## config.mk

```make
export PLATFORM = sky130hd
export DESIGN_NAME = shift_operand_stage
export DESIGN_NICKNAME = d
export VERILOG_FILES = /design/src/rtl/shift_operand_stage_pkg.sv /design/src/rtl/shift_operand_stage_amount_norm.sv /design/src/rtl/shift_operand_stage.sv
export SDC_FILE = /design/constraint.sdc
export NUM_CORES = 1
export LEC_CHECK = 0
export ABC_AREA = 1
export BUFFER_PORTS_ARGS = -buffer_cell sky130_fd_sc_hd__buf_2
export CAP_MARGIN = 20
export CORE_ASPECT_RATIO = 0.6
export CORE_MARGIN = 2
export CORE_UTILIZATION = 53
export DETAILED_ROUTE_END_ITERATION = 6
export GPL_TIMING_DRIVEN = 0
export PLACE_DENSITY_LB_ADDON = 0.15
export SYNTH_ARGS = -nofsm -noshare
export SYNTH_HDL_FRONTEND = slang
export SYNTH_SLANG_ARGS = --single-unit
```

## constraint.sdc

```tcl
create_clock -name clk -period 2.3 [get_ports clk]
set_input_delay 0.115 -clock clk [delete_from_list [all_inputs] [get_ports clk]]
set_output_delay 0.115 -clock clk [all_outputs]
set_load 0.005 [all_outputs]
```

## src/rtl/shift_operand_stage_pkg.sv

```systemverilog
// Shared definitions for the shifter operand stage.
//   - Barrel-shifter ShiftType encodings (LSL/LSR/ASR/ROR)
//   - Operand-stage FSM state encoding (IDLE/READ_RS)
package shift_operand_stage_pkg;

   localparam logic [1:0] SH_LSL = 2'b00;
   localparam logic [1:0] SH_LSR = 2'b01;
   localparam logic [1:0] SH_ASR = 2'b10;
   localparam logic [1:0] SH_ROR = 2'b11;

   localparam logic ST_IDLE    = 1'b0;
   localparam logic ST_READ_RS = 1'b1;

endpackage

```

## src/rtl/shift_operand_stage_amount_norm.sv

```systemverilog
// shift_amount_norm: combinational normalisation of a register-operand shift
// into the (input, amount, type) triple the barrel shifter expects.
// Shifts that are fully resolved here (LSR/ASR #32, RRX, large register
// amounts) are pre-computed into shift_input with a zero amount, and any
// zero amount is always reported as LSL so the shifter never sees ROR #0.
// Ports:
//   sh           in  2   requested shift type
//   amount       in  8   immediate shamt (zero-extended) or Rs[7:0]
//   rm           in  32  value being shifted
//   carry_in     in  1   C flag, used only for RRX
//   is_imm_shift in  1   1 = immediate-shift encoding, 0 = register shift
//   shift_input  out 32  value presented to the shifter
//   shift_amount out 5   shift distance
//   shift_type   out 2   shift type
module shift_amount_norm
   import shift_operand_stage_pkg::*;
(
   input  logic [1:0]  sh,
   input  logic [7:0]  amount,
   input  logic [31:0] rm,
   input  logic        carry_in,
   input  logic        is_imm_shift,
   output logic [31:0] shift_input,
   output logic [4:0]  shift_amount,
   output logic [1:0]  shift_type
);

   logic [31:0] sign_fill_s;
   logic        amt_big_s;

   assign sign_fill_s = {32{rm[31]}};
   assign amt_big_s   = (amount[7:5] != 3'd0);

   // Map the encoded shift onto shifter operands.
   always_comb begin
      shift_input  = rm;
      shift_amount = 5'd0;
      shift_type   = SH_LSL;
      if (is_imm_shift) begin
         if (amount[4:0] == 5'd0) begin
            // A zero immediate amount encodes LSR/ASR #32 and RRX.
            case (sh)
               SH_LSL:  shift_input = rm;
               SH_LSR:  shift_input = 32'd0;
               SH_ASR:  shift_input = sign_fill_s;
               SH_ROR:  shift_input = {carry_in, rm[31:1]};
               default: shift_input = rm;
            endcase
         end else begin
            shift_amount = amount[4:0];
            shift_type   = sh;
         end
      end else begin
         if (amount == 8'd0) begin
            shift_input = rm;
         end else if (sh == SH_ROR) begin
            // Rotation is modulo 32; a multiple of 32 leaves Rm unchanged.
            if (amount[4:0] != 5'd0) begin
               shift_amount = amount[4:0];
               shift_type   = SH_ROR;
            end else begin
               shift_input = rm;
            end
         end else if (amt_big_s) begin
            if (sh == SH_ASR) begin
               shift_input = sign_fill_s;
            end else begin
               shift_input = 32'd0;
            end
         end else begin
            shift_amount = amount[4:0];
            shift_type   = sh;
         end
      end
   end

endmodule

```

## src/rtl/shift_operand_stage.sv

```systemverilog
// shift_operand_stage: decodes the data-processing operand2 field and
// delivers registered barrel-shifter operands with a valid/ready handshake.
// Immediate and immediate-shift forms take one cycle; register-shift forms
// spend a second cycle (READ_RS) reading Rs through the RsAddr/RsData port.
// Ports:
//   clk, reset            clock, synchronous active-low reset
//   in_valid / in_ready   upstream handshake
//   ImmFlag, Operand2     instruction I bit and bits [11:0]
//   RmData, CarryIn       Rm value and C flag in the accept cycle
//   RsAddr / RsData       Rs read port (address 0 outside READ_RS)
//   out_valid / out_ready downstream handshake
//   ShiftInput, ShiftAmount, ShiftType  registered shifter operands
module shift_operand_stage
   import shift_operand_stage_pkg::*;
(
   input  logic        clk,
   input  logic        reset,
   input  logic        in_valid,
   output logic        in_ready,
   input  logic        ImmFlag,
   input  logic [11:0] Operand2,
   input  logic [31:0] RmData,
   input  logic        CarryIn,
   output logic [3:0]  RsAddr,
   input  logic [31:0] RsData,
   output logic        out_valid,
   input  logic        out_ready,
   output logic [31:0] ShiftInput,
   output logic [4:0]  ShiftAmount,
   output logic [1:0]  ShiftType
);

   logic        state_r;
   logic        out_valid_r;
   logic [31:0] shift_input_r;
   logic [4:0]  shift_amount_r;
   logic [1:0]  shift_type_r;
   logic [31:0] rm_r;
   logic [3:0]  rs_r;
   logic [1:0]  sh_r;

   logic        accept_s;
   logic        is_reg_shift_s;
   logic        load_s;
   logic [1:0]  norm_sh_s;
   logic [7:0]  norm_amount_s;
   logic [31:0] norm_rm_s;
   logic        norm_is_imm_s;
   logic [31:0] norm_input_s;
   logic [4:0]  norm_amount_out_s;
   logic [1:0]  norm_type_s;
   logic [31:0] next_input_s;
   logic [4:0]  next_amount_s;
   logic [1:0]  next_type_s;
   logic        unused_bits;

   // Operand2[3:0] (Rm index) and RsData[31:8] are not needed here.
   assign unused_bits = ^{Operand2[3:0], RsData[31:8]};

   assign in_ready       = reset & (state_r == ST_IDLE) & (~out_valid_r | out_ready);
   assign accept_s       = in_valid & in_ready;
   assign is_reg_shift_s = ~ImmFlag & Operand2[4];
   // READ_RS is only entered with an empty output register, so it always loads.
   assign load_s         = (accept_s & ~is_reg_shift_s) | (state_r == ST_READ_RS);
   assign RsAddr         = (state_r == ST_READ_RS) ? rs_r : 4'd0;

   assign out_valid   = out_valid_r;
   assign ShiftInput  = shift_input_r;
   assign ShiftAmount = shift_amount_r;
   assign ShiftType   = shift_type_r;

   // Select normaliser inputs: captured register-shift operand in READ_RS,
   // live immediate-shift fields otherwise.
   always_comb begin
      norm_sh_s     = Operand2[6:5];
      norm_amount_s = {3'd0, Operand2[11:7]};
      norm_rm_s     = RmData;
      norm_is_imm_s = 1'b1;
      if (state_r == ST_READ_RS) begin
         norm_sh_s     = sh_r;
         norm_amount_s = RsData[7:0];
         norm_rm_s     = rm_r;
         norm_is_imm_s = 1'b0;
      end else begin
         norm_sh_s     = Operand2[6:5];
         norm_amount_s = {3'd0, Operand2[11:7]};
         norm_rm_s     = RmData;
         norm_is_imm_s = 1'b1;
      end
   end

   shift_amount_norm u_norm (
      .sh           (norm_sh_s),
      .amount       (norm_amount_s),
      .rm           (norm_rm_s),
      .carry_in     (CarryIn),
      .is_imm_shift (norm_is_imm_s),
      .shift_input  (norm_input_s),
      .shift_amount (norm_amount_out_s),
      .shift_type   (norm_type_s)
   );

   // Choose the result to load: rotated immediate or normalised shift.
   always_comb begin
      next_input_s  = norm_input_s;
      next_amount_s = norm_amount_out_s;
      next_type_s   = norm_type_s;
      if ((state_r == ST_IDLE) && ImmFlag) begin
         next_input_s  = {24'd0, Operand2[7:0]};
         next_amount_s = {Operand2[11:8], 1'b0};
         // A zero rotation is reported as LSL #0, never ROR #0.
         next_type_s   = (Operand2[11:8] == 4'd0) ? SH_LSL : SH_ROR;
      end else begin
         next_input_s  = norm_input_s;
         next_amount_s = norm_amount_out_s;
         next_type_s   = norm_type_s;
      end
   end

   // FSM and register-shift operand capture.
   always_ff @(posedge clk) begin
      if (!reset) begin
         state_r <= ST_IDLE;
         rm_r    <= 32'd0;
         rs_r    <= 4'd0;
         sh_r    <= SH_LSL;
      end else begin
         case (state_r)
            ST_IDLE: begin
               if (accept_s && is_reg_shift_s) begin
                  rm_r    <= RmData;
                  rs_r    <= Operand2[11:8];
                  sh_r    <= Operand2[6:5];
                  state_r <= ST_READ_RS;
               end
            end
            ST_READ_RS: state_r <= ST_IDLE;
            default:    state_r <= ST_IDLE;
         endcase
      end
   end

   // Output register: load new result, clear on handshake, otherwise hold.
   always_ff @(posedge clk) begin
      if (!reset) begin
         out_valid_r    <= 1'b0;
         shift_input_r  <= 32'd0;
         shift_amount_r <= 5'd0;
         shift_type_r   <= SH_LSL;
      end else if (load_s) begin
         out_valid_r    <= 1'b1;
         shift_input_r  <= next_input_s;
         shift_amount_r <= next_amount_s;
         shift_type_r   <= next_type_s;
      end else if (out_ready) begin
         out_valid_r    <= 1'b0;
      end
   end

endmodule

```

Word level (Yosys, flattened, before mapping)
Index checks and enable logic that the tools add are counted.
Storage, ports and cells
  output and inout bits: 45
  bits of input ports: 82
  logic and storage cells: 63
  bits in registers: 79
Cells by class
  muxes and demuxes: 31
  bitwise operators: 11
  reductions and logical operators: 10
  equality and inequality tests: 3
Operator list (count)
  32-bit 2-to-1 mux: 8
  32-bit one-hot mux with 4 select lines: 1
  5-bit 2-to-1 mux: 7
  2-bit 2-to-1 mux: 9
  8-bit logical NOT: 1
  8-bit 2-to-1 mux: 1
  1-bit bitwise AND: 5
  5-bit logical NOT: 1
  5-bit nonzero test: 1
  2-bit == test (second input constant): 2
  4-bit logical NOT: 1
  4-bit 2-to-1 mux: 1
  1-bit NOT: 4
  1-bit 2-to-1 mux: 3
  3-bit nonzero test: 1
  2-bit by 1-bit == test with 1-bit output (second input constant): 1
  1-bit logical AND: 2
  2-bit logical NOT: 1
  1-bit OR: 2
  1-bit one-hot mux with 2 select lines: 1
  2-bit AND reduction: 1
  2-bit nonzero test: 1

Logic depth before layout (Yosys ltp)
  depth in word-level cells: 8
  gate-level depth with buffers: 13
  depth with buffers taken out: 12

Cells and area by module
Synthesis repeated with hierarchy kept, for this count alone.
Unflattened totals
  cells, all modules: 1155
  area, all modules: 6123.4 sq um
By module, submodules not included
  shift_operand_stage: area each 4144.0 sq um, cells each 674, sequential area each 1581.5 sq um, instances 1
  shift_amount_norm: area each 1979.4 sq um, cells each 481, sequential area each 0.0 sq um, instances 1

Worst setup path before layout
Ideal clock, no wire load.
  path kind: flip-flop to flip-flop
  from: reg state_r
  to: reg shift_input_r[30], in the netlist ShiftInput[30]
  period minus slack after synthesis: 1.652 ns
  arrival: 1.520 ns
  path buffers: 2
  stages on the path, launching flop included: 12
  library setup time: 0.132 ns
  path slack: 0.648 ns
  data required time: 2.168 ns
  cell sequence: dfxtp_1 -> inv_2 -> buf_4 -> o21ai_1 -> nand3_1 -> nor2_2 -> nand2_1 -> buf_2 -> nand2_1 -> nand3_1 -> nand2_1 -> a21oi_1
Between the ends
  longest elaborated chain between the ends: 8
  elaborated cells between the ends (all ways): 25
  those cells by class: eq/ne: 3; mux: 11; bitwise: 6; reduce/logical: 5
Ends and longest elaborated chain
  start: declaration: RTL line shift_operand_stage.sv:33  | logic state_r;
  start signal: assignment: RTL line shift_operand_stage.sv:123  | state_r <= ST_IDLE;
  start signal: assignment: RTL line shift_operand_stage.sv:134  | state_r <= ST_READ_RS;
  start signal: assignment: RTL line shift_operand_stage.sv:137  | ST_READ_RS: state_r <= ST_IDLE;
  2-bit 2-to-1 mux: RTL line shift_operand_stage.sv:79  | if (state_r == ST_READ_RS) begin
  2-bit == test: RTL line shift_operand_stage_amount_norm.sv:42, shift_operand_stage_amount_norm.sv:65
  32-bit 2-to-1 mux: RTL line shift_operand_stage_amount_norm.sv:65  | if (sh == SH_ASR) begin
  32-bit 2-to-1 mux: RTL line shift_operand_stage_amount_norm.sv:64  | end else if (amt_big_s) begin
  32-bit 2-to-1 mux: RTL line shift_operand_stage_amount_norm.sv:56  | end else if (sh == SH_ROR) begin
  32-bit 2-to-1 mux: RTL line shift_operand_stage_amount_norm.sv:54  | if (amount == 8'd0) begin
  32-bit 2-to-1 mux: RTL line shift_operand_stage_amount_norm.sv:39  | if (is_imm_shift) begin
  32-bit 2-to-1 mux: RTL line shift_operand_stage.sv:108  | if ((state_r == ST_IDLE) && ImmFlag) begin
  end signal: assignment: RTL line shift_operand_stage.sv:152  | shift_input_r <= next_input_s;
  end: declaration: RTL line shift_operand_stage.sv:35  | logic [31:0] shift_input_r;
Several ways; a longest one is shown, not always the timed one.
A chain may end at the register's enable or synchronous reset.

Worst setup path after layout
  from: reg state_r
  to: reg shift_input_r[4], in the netlist ShiftInput[4]
The elaborated chain is that of the path after synthesis.

==> results by group <==
Worst hold path
  – Worst Hold Depth: 3
  – Hold Path Class: input port to flop

Cells and area
  – Share of layout cells above drive strength 1: a little under a fifth
  – Area grow syn2layout: 20.6%
  – Layout Nets: 974
  – Cell area after layout: 0.00571 mm²
  – # diodes: 0

GRT
  – Gr usage total: 34.0%
  – Initial antenna violation count: 0
  – First-pass GRT wire length: 26.3 mm
  – Vias in the first global route: approximately 5,000
  – Gr ovfl total: 0
  – Largest net degree at the start of global routing: 14

Floorplan
  – Site Rows: 26
  – Die width: 126 µm
  – Initial Util: a little under three fifths
  – Core area: 0.00859 mm²
  – Die Height: 77.2 µm
  – Die area: approximately 0.01 mm²
  – Boundary pin count: 127

Place
  – Final HPWL DP: 12.3 mm
  – Dpl cell area: 0.00538 mm²
  – Number of port buffers: between 100 and 150
  – GP Congestion: 0.985

STA
  – Worst Tran Pin Value: 555 ps
  – Min cycle time layout: 2190 ps
  – Clock Skew: 5.17 ps
  – Pins Over Slew Limit: 0
  – Rel. slew slack: a little over three fifths
  – F_max: approximately 0.46 GHz
  – RSZ-0062 raised after global routing: no
  – Setup TNS: 0 ps
  – Final period util: between 90 and 100%
  – Endpoints failing hold: 0
  – Setup Viol. Count Final: 0

Critical path
  – Worst Path Max Fanout: 10
  – CP Class: flop to flop
  – FF-to-FF path depth: 9
  – Worst EP arrival: 2400 ps
  – Worst path required time: ~2500 ps
  – Startpoint types: flop
  – Worst Setup End Kind: flop

Job
  – # Max-Cap Violations: 0

Clock network
  – PostCTS Resize Cnt: 0
  – Hold-fix buffers, CTS: 0
  – Setup Buffers After CTS: 0
  – Clk buf depth: 2
  – CTS tree: done
  – CTS clk-pin slew, worst paths: around 60 ps
  – Clock tree sinks: slightly below 80
  – CTS Buf Count: 9
  – CTS root buf: clkbuf_16
  – H-tree levels: 3
  – Worst-Skew Late Latency: 340 ps

Logic synthesis
  – Top cell type's share of synthesized area: 33.4%
  – Syn nets: 862
  – Count of cell types in the netlist: 23
  – Top cells by count, synth: nand2_1, a21oi_1, nand3_1, dfxtp_1, o21ai_0
  – Post-Synthesis Cells: 780
  – Ys async rst share: 0%
  – Synth top area cells: dfxtp_1, nand2_1, a21oi_1, nand3_1, o21ai_0
  – Cell accounting for the most synthesized area: dfxtp_1
  – Synthesized area per cell: 6.07 µm²
  – Count leader, synth: nand2_1
  – Sequential fraction of the synthesis area: 33.4%
  – YS warnings: 0
  – Number of synthesized flops with an enable pin: 0
  – Synthesis-stage register bit count: 79
  – Post-synth top flop: dfxtp_1
  – Mapped Area: about 0.0047 mm²

Detailed routing
  – Via count: 5,750
  – Remaining antenna violation count: 0
  – Initial DRC Count: 791
  – Drt total wl: 16.5 mm
  – Drt pass-1 iters: 6
  – Wirelength per Cell: 16.4 µm
  – DR DRC count: 0
  – Drt via density: 5.70

Power
  – P_leak: 2.95 nW
  – Max IR drop VDD: 0.380 mV
  – P per Cell Area: ~640 mW/mm²

Outcome
  – Run status: finished, final reports clean
-- placed cells by master, fill, tap and decap left out, types with 3 or more instances in the layout --
cell / Yosys / final
nand3_1: 85 / 85
clkbuf_1: 23 / 22
a21oi_1: 104 / 104
buf_2: 28 / 129
nand4_1: 3 / 3
nand2_1: 246 / 244
clkbuf_16: 0 / 9
o21a_1: 22 / 22
nand2_2: 5 / 7
inv_2: 4 / 4
inv_1: 66 / 66
nor2_1: 28 / 28
dfxtp_1: 79 / 78
o21ai_0: 70 / 70
buf_4: 5 / 5
-- critical path, stage by stage (launching register included) --
cell and delay, ps:
dfxtp_2 360, inv_2 130, buf_4 200, buf_4 220
nand2_2 130, inv_1 140, clkbuf_1 460, a21oi_1 250
nand2_1 120, a21oi_1 60
-- layer usage --
metal / track usage (%) / vias up / wire length (µm)
met2: 45.7 / 386 / 6270
met1: 54.3 / 2588 / 7900
met5: 0 / - / 0
met3: 7.68 / 26 / 2140
li1: - / 2750 / -
met4: 6.48 / 0 / 200
-- worst paths after layout --
| check | startpoint | to | slack (ps) |
|---|---|---|---|
| max | state_r | ShiftInput[4] | 110 |
| min | RmData[21] | rm_r[21] | 30 |
| max reg2reg | state_r | ShiftInput[4] | 110 |
| min reg2reg | ShiftInput[11] | ShiftInput[11] | 460 |
-- per-stage QoR --
| stage | std cells | hold slack, ps | total power, mW | utilization (%) | setup slack (ps) |
|---|---|---|---|---|---|
| floorplan | 780 | 263 | 1.88 | - | 648 |
| global placement | 993 | 371 | 2.08 | 62.6 | 224 |
| detailed placement | 993 | 378 | 2.10 | 62.6 | 178 |
| CTS | 1009 | 35.0 | 3.61 | 66.3 | 141 |
| global route | 1009 | 40.3 | 3.78 | 66.5 | 6.33 |
| finish | 1009 | 33.1 | 3.62 | 66.5 | 106 |
-- report_power, final --
part,internal (mW),switching (mW)
registers,1.43,0.0305
clock network,0.947,0.575
logic,0.224,0.420
-- sequential cells by signal (all words and copies together), names as in the netlist --
| signal | count |
|---|---|
| sh_r | 2 |
| rm_r | 32 |
| ShiftAmount | 5 |
| out_valid | 1 |
| rs_r | 4 |
| state_r | 1 |
| ShiftInput | 32 |
| ShiftType | 2 |
-- cell type report --
type	count	area, µm²
fill	785	2880
timing repair buffer	101	505
buffer	58	274
multi-input combinational	573	2630
tap	112	140
clock buffer	10	229
clock inverter	6	85.1
inverter	70	263
sequential	79	1580
-- kinds of logic after synthesis --
logic type / after synthesis / share of synthesized area, %
DFF: 79 / 33.4
and+or+nand+nor: 372 / 32.6
AOI/OAI and AO/OA: 201 / 22.7
buffers and inverters: 128 / 11.3
No activity file was read; power rests on OpenSTA's default activity.
